--- src/rtl/toggle_shift_pkg.sv ---
// Shared types and helpers for the toggle/shift pipeline (toggle_shift_pipe).
// Stage-0 operation selects and the fill-counter width live here.
package toggle_shift_pkg;

  typedef enum logic [1:0] {
    TSP_HOLD   = 2'd0,
    TSP_TOGGLE = 2'd1,
    TSP_LOAD   = 2'd2
  } tsp_op_e;

  function automatic int fill_w(input int depth);
    return $clog2(depth);
  endfunction

  // load dominates en; the chain still shifts whenever en is high
  function automatic tsp_op_e tsp_op(input logic en, input logic load);
    if (load) begin
      return TSP_LOAD;
    end else if (en) begin
      return TSP_TOGGLE;
    end
    return TSP_HOLD;
  endfunction

endpackage

--- src/rtl/toggle_shift_lane.sv ---
// One single-bit channel: stage-0 toggle/load flop, shift chain and OR register.
// Optional change-detect output when TOGGLE_SHIFT_PIPE_CHG_DET_EN is defined.
module toggle_shift_lane
  import toggle_shift_pkg::*;
#(
  parameter int   DEPTH   = 3,
  parameter logic RST_BIT = 1'b0
) (
  input  logic    clk,
  input  logic    rst_n,
  input  logic    en,
  input  tsp_op_e op,
  input  logic    load_val,
  output logic    q0,
  output logic    tap,
  output logic    or_out
`ifdef TOGGLE_SHIFT_PIPE_CHG_DET_EN
  ,
  output logic    chg
`endif
);

  logic [DEPTH-1:0] stage_q, stage_d;
  logic             or_q, or_d;

  always_comb begin
    stage_d = stage_q;
    case (op)
      TSP_LOAD:   stage_d[0] = load_val;
      TSP_TOGGLE: stage_d[0] = ~stage_q[0];
      default:    stage_d[0] = stage_q[0];
    endcase
    if (en) begin
      stage_d[DEPTH-1:1] = stage_q[DEPTH-2:0];
    end
  end

  // The OR samples every clock so it trails any stage change by exactly one cycle
  always_comb begin
    or_d = stage_q[0] | stage_q[1];
  end

  always_ff @(posedge clk or negedge rst_n) begin
    if (!rst_n) begin
      stage_q <= {{(DEPTH-1){1'b0}}, RST_BIT};
      or_q    <= 1'b0;
    end else begin
      stage_q <= stage_d;
      or_q    <= or_d;
    end
  end

`ifdef TOGGLE_SHIFT_PIPE_CHG_DET_EN
  logic chg_q, chg_d;

  always_comb begin
    chg_d = stage_d[0] ^ stage_q[0];
  end

  always_ff @(posedge clk or negedge rst_n) begin
    if (!rst_n) begin
      chg_q <= 1'b0;
    end else begin
      chg_q <= chg_d;
    end
  end

  assign chg = chg_q;
`endif

  assign q0     = stage_q[0];
  assign tap    = stage_q[DEPTH-1];
  assign or_out = or_q;

endmodule

--- src/rtl/toggle_shift_pipe.sv ---
// Multi-channel toggle/shift pipeline with registered OR and saturating fill counter.
// Define TOGGLE_SHIFT_PIPE_CHG_DET_EN to add the registered per-channel chg output.
module toggle_shift_pipe
  import toggle_shift_pkg::*;
#(
  parameter int               WIDTH   = 4,
  parameter int               DEPTH   = 3,
  parameter logic [WIDTH-1:0] RST_VAL = '0
) (
  input  logic             clk,
  input  logic             rst_n,
  input  logic             en,
  input  logic             load,
  input  logic [WIDTH-1:0] load_val,
  output logic [WIDTH-1:0] q0,
  output logic [WIDTH-1:0] tap,
  output logic [WIDTH-1:0] or_out,
  output logic             full
`ifdef TOGGLE_SHIFT_PIPE_CHG_DET_EN
  ,
  output logic [WIDTH-1:0] chg
`endif
);

  localparam int            FW       = fill_w(DEPTH);
  localparam logic [FW-1:0] FILL_MAX = FW'(DEPTH - 1);

  tsp_op_e       op;
  logic [FW-1:0] fill_q, fill_d;

  assign op = tsp_op(en, load);

  for (genvar i = 0; i < WIDTH; i++) begin : g_lane
    toggle_shift_lane #(
      .DEPTH   (DEPTH),
      .RST_BIT (RST_VAL[i])
    ) u_lane (
      .clk      (clk),
      .rst_n    (rst_n),
      .en       (en),
      .op       (op),
      .load_val (load_val[i]),
      .q0       (q0[i]),
      .tap      (tap[i]),
      .or_out   (or_out[i])
`ifdef TOGGLE_SHIFT_PIPE_CHG_DET_EN
      ,
      .chg      (chg[i])
`endif
    );
  end

  // Counts shifts since the last load, saturating once the chain is fully refilled
  always_comb begin
    fill_d = fill_q;
    case (op)
      TSP_LOAD:   fill_d = '0;
      TSP_TOGGLE: if (fill_q < FILL_MAX) fill_d = fill_q + 1'b1;
      default:    fill_d = fill_q;
    endcase
  end

  always_ff @(posedge clk or negedge rst_n) begin
    if (!rst_n) begin
      fill_q <= '0;
    end else begin
      fill_q <= fill_d;
    end
  end

  assign full = (fill_q == FILL_MAX);

endmodule
--- config.mk ---
export PLATFORM = sky130hd
export DESIGN_NAME = toggle_shift_pipe
export DESIGN_NICKNAME = d
export VERILOG_FILES = /design/src/rtl/toggle_shift_pkg.sv /design/src/rtl/toggle_shift_lane.sv /design/src/rtl/toggle_shift_pipe.sv
export SDC_FILE = /design/constraint.sdc
export NUM_CORES = 1
export LEC_CHECK = 0
export ABC_AREA = 1
export BUFFER_PORTS_ARGS = -buffer_cell sky130_fd_sc_hd__buf_2
export CAP_MARGIN = 25
export CORE_UTILIZATION = 48
export CTS_BUF_LIST = sky130_fd_sc_hd__clkbuf_4 sky130_fd_sc_hd__clkbuf_8
export CTS_CLUSTER_DIAMETER = 200
export DETAILED_ROUTE_END_ITERATION = 10
export GPL_ROUTABILITY_DRIVEN = 1
export HOLD_SLACK_MARGIN = 0.1
export MAX_ROUTING_LAYER = met4
export PLACE_DENSITY = 0.76
export SYNTH_ARGS = -nofsm -noshare
export SYNTH_HDL_FRONTEND = slang
export SYNTH_SLANG_ARGS = --single-unit
export TNS_END_PERCENT = 1
--- constraint.sdc ---
create_clock -name clk -period 0.8 [get_ports clk]
set_input_delay 0.16 -clock clk [delete_from_list [all_inputs] [get_ports clk]]
set_output_delay 0.16 -clock clk [all_outputs]
set_load 0.005 [all_outputs]
# Yosys cells after proc, flatten, opt, wreduce, memory -nomap -nowiden
# Index checks and enable logic that the tools add are counted.
# Widths: inputs -> output; s select.
[totals] reg_bits=18 output_inout_bits=13
[op_classes] addsub=1 magnitude_cmp=1 n_eq_ne=4 n_mux=11 bitwise_logic=8 n_reduce_logical=2
[op_table] op="$mux 2" n=4
[op_table] op="$pmux 1 s2" n=4
[op_table] op="$eq 2x2->1 const B" n=2
[op_table] op="$not 1->1" n=4
[op_table] op="$or 1x1->1" n=4
[op_table] op="$pmux 2 s2" n=1
[op_table] op="$add 2x1->2 const B" n=1
[op_table] op="$eq 2x1->1 const B" n=1
[op_table] op="$lt 2x2->1 const B" n=1
[op_table] op="$mux 1" n=2
[op_table] op="$ne 2x2->1 const B" n=1
[op_table] op="$reduce_and 2->1" n=1
[op_table] op="$reduce_bool 2->1" n=1

# Depth between registers and ports, before layout
[depth] word_depth=6 ltp_mapped=4 mapped_depth_nobuf=4

# Cells and area by module
# Synthesis repeated with hierarchy kept, for this count alone.
[unflattened] cells_unflattened=94 area_unflattened_um2=810.8
[modules_own_cells] mod="toggle_shift_lane" instances=4 cells_each=20 area_each_um2=175.2 seq_area_each_um2=100.1
[modules_own_cells] mod="toggle_shift_pipe" instances=1 cells_each=14 area_each_um2=110.1 seq_area_each_um2=50.0

# Least setup slack after synthesis
# No wires, ideal clock.
[synth_timing] path_type="register to register" start="register fill_q[0]" end="register fill_q[1]" setup_ns=0.080 arrival_time_ns=0.782 t_required_ns=0.720 slack_ns=-0.061 stages_incl_launch_ff=4 cell_sequence="dfrtp_1 > inv_1 > ha_1 > o22ai_2"
[synth_via] elab_chain_len=3
[synth_rtl] item="start: declaration" line="toggle_shift_pipe.sv:29" source="logic [FW-1:0] fill_q, fill_d;"
[synth_rtl] item="start signal: assignment" line="toggle_shift_pipe.sv:67" source="fill_q <= fill_d;"
[synth_rtl] item="$add 2x1->2 / $lt 2x2->1 (equally long branches)" line="toggle_shift_pipe.sv:58" source="TSP_TOGGLE: if (fill_q < FILL_MAX) fill_d = fill_q + 1'b1;"
[synth_rtl] item="$mux 2 / $ne 2x2->1 (equally long branches)"
[synth_rtl] item="$pmux 2 s2 / $reduce_and 2->1 (equally long branches)"
# Several ways; a longest one is shown, not always the timed one. The select of a mux whose other input is x is not followed.
# A chain may end at the register's enable or synchronous reset.

# Final worst setup path
[layout_timing] start="register fill_q[1]" end="output full"
[layout_via] elab_chain_len=1
[layout_rtl] item="$eq 2x2->1" line="toggle_shift_pipe.sv:71" source="assign full = (fill_q == FILL_MAX);"
[layout_rtl] item="end: declaration" line="toggle_shift_pipe.sv:18" source="output logic full"
# No other way between the ends.

==> run_results.csv <==
group,metric,value,unit
route,viasPerCell,4.82,
sta,max_freq,877,MHz
route,drc_errors,3,
global_routing,grt_pass1_wl,2460,um
die,die_h,43.8,um
die,coreArea,0.00158,mm2
route,wirelength,1370,um
logic_synthesis,ys_warn_count,0,
setup_path,cp.required,0.64,ns
logic_synthesis,synthMuxAreaShare,0,%
setup_path,cp-start-kind,"flop",
die,die_w,43.8,um
die,rows,14,
sta,fin_ws,-0.340,ns
global_routing,grt_pass1_vias,630,
setup_path,endpoint_kind,"output pin",
logic_synthesis,syn_inst,89,
sta,slew_violations,0,
route,dr_total_vias,603,
cts,clk_pin_slew,0.10,ns
route,dr.pass1.iters,7,
die,die_area,0.00192,mm2
run_status,status,"finished with violations",
layout,layout_commonest_cell,"nand2_1",
flow_run,maxCapViolCount,0,
setup_path,cp.arrival,0.98,ns
cts,htreeDepth,1,
cts,cts_buffers,3,
sta,rsz0062_at_grt,"yes",
sta,setup_viol,15,
logic_synthesis,yosys.area_share.adder,1.49,%
layout,num_antenna_cells,0,
global_routing,track_usage,18.5,%
hold_path,hp-class,"primary input to flop",
layout,num-fill-cells,139,
layout,nNetsFinal,119,
global_routing,grt.overflow.total,0,
logic_synthesis,synth-xor-area-share,0,%
layout,final_cell_mix,"nand2_1 (26), buf_2 (19), dfrtp_1 (18)",
layout,area_growth,17.9,%
logic_synthesis,synth_nets,98,
logic_synthesis,synth_compound_gate_area_share,7.31,%
cts,insertion_delay,0.28,ns
sta,finalCritPeriodShare,142,%
sta,whs,0.195,ns
route,ant_nets,0,
die,initial_utilization,53.2,%
logic_synthesis,synth-seq-cells,18,
sta,slew_headroom,74.3,%
power_and_ir_drop,p_per_area,2040,mW/mm2
placement,dp_hpwl,976,um
setup_path,path_class,"flop to output pin",
logic_synthesis,syn_area,838,um2
route,drt_iter0_drc,15,
layout,instances_no_fill,125,
global_routing,grt_max_degree,19,
cts,cts_root_buf,"clkbuf_4",
power_and_ir_drop,ir_worst_vdd,1.25,mV
route,wl_per_cell,11.0,um
cts,cts_tree,"yes",
layout,final_core_util,62.7,%
die,pin_count,21,
sta,hold_viol_final,0,
sta,clock_skew,0.000451,ns
layout,drive_gt1_share,34.9,%
setup_path,crit_fanout,2,
placement,dp.cells,115,
logic_synthesis,yosysSeqAreaShare,53.7,%
power_and_ir_drop,p_leak,0.528,nW
placement,place.gp.congestion,0.789,
placement,portBuffers,20,
placement,place_ws,-0.0409,ns
logic_synthesis,synth-simple-area-share,18.7,%
cts,cts_sinks,18,
sta,worstMarginPinSlew,0.386,ns
global_routing,antenna_found_initial,0,
logic_synthesis,yosysUniqueCellTypes,14,
logic_synthesis,synth_top_family_by_area,"buffers and inverters",
logic_synthesis,syn_area_per_cell,9.42,um2
sta,min_period,1.14,ns
run_status,violations,"DRC, setup timing",
cts,cts_max_path_buffers,2,
## worst max-delay path: stages (launching register included)
cell	delay (ns)
dfrtp_1	0.42
ha_4	0.17
buf_6	0.10
## metrics by stage
step	cell area, um2	power (mW)	setup TNS, ns
floorplan	838	1.38	-0.0394
global placement	876	1.42	-0.0404
detailed placement	876	1.44	-0.0790
CTS	982	2.03	-2.57
global route	988	2.15	-3.14
finish	988	2.02	-2.46
## path summary, 6_finish.rpt
kind / from / endpoint / slack, ns / depth (start not counted)
setup / recovery: fill_q[1] / full / -0.34 / 2
hold / removal: load / g_lane[1].u_lane.stage_q[0] / 0.19 / 3
setup reg to reg: fill_q[0] / fill_q[0] / -0.12 / 5
hold reg to reg: g_lane[2].u_lane.stage_q[1] / g_lane[2].u_lane.or_out / 0.46 / 2
max in group asynchronous: rst_n / g_lane[2].u_lane.stage_q[1] / 0.21 / 2
min in group asynchronous: rst_n / g_lane[1].u_lane.stage_q[2] / 0.32 / 2
## report_power, final
| group | switching, mW | internal (mW) | total [mW] |
|---|---|---|---|
| clock network | 0.269 | 0.277 | 0.546 |
| registers | 0.0580 | 1.02 | 1.08 |
| logic | 0.200 | 0.195 | 0.395 |
| total | 0.526 | 1.49 | 2.02 |
## kinds of logic after synthesis
| kind of cell | count (synthesis) |
|---|---|
| compound gates | 10 |
| simple gates | 34 |
| buf+inv | 26 |
| fa+ha+maj | 1 |
| flops | 18 |
## registers in the layout, summed over array words and instances, names as in the netlist
register and flops:
g_lane.u_lane.or_out 4, g_lane.u_lane.stage_q 12, fill_q 2
## area by class of cell
| type | instances | area [um2] | share of cell area, % |
|---|---|---|---|
| timing repair buffer | 30 | 194 | 19.6 |
| sequential | 18 | 450 | 45.6 |
| multi-input combinational | 45 | 243 | 24.6 |
| tap | 16 | 20.0 | 2.03 |
| inverter | 12 | 45.0 | 4.56 |
| clock buffer | 4 | 36.3 | 3.67 |
## cell usage after synthesis (all sizes together)
master	number	share of area [%]
nand2	26	12
dfrtp	18	54
buf	14	13
inv	12	5.4
o21ai	8	4.8
nand3	5	4.8
nor2	3	2.2
a21oi	1	1.0
ha	1	1.5
o22ai	1	1.5
## routing by layer
metal | track usage [%] | wire length (um) | vias up
met4 | 9.38 | 0 | 0
met2 | 30.1 | 698 | 25
met1 | 21.2 | 588 | 279
met3 | 4.17 | 84 | 0
li1 | - | - | 299
met5 | - | 0 | -
## repair_timing
action | 4_1_cts | 5_1_grt
buffers inserted | 1 | 0
setup endpoints to repair | 14 | 15
endpoints found under the hold margin | 22 | 0
hold buffers | 5 | 0
resized for setup | 2 | 2
No activity file was read; power rests on OpenSTA's default activity.
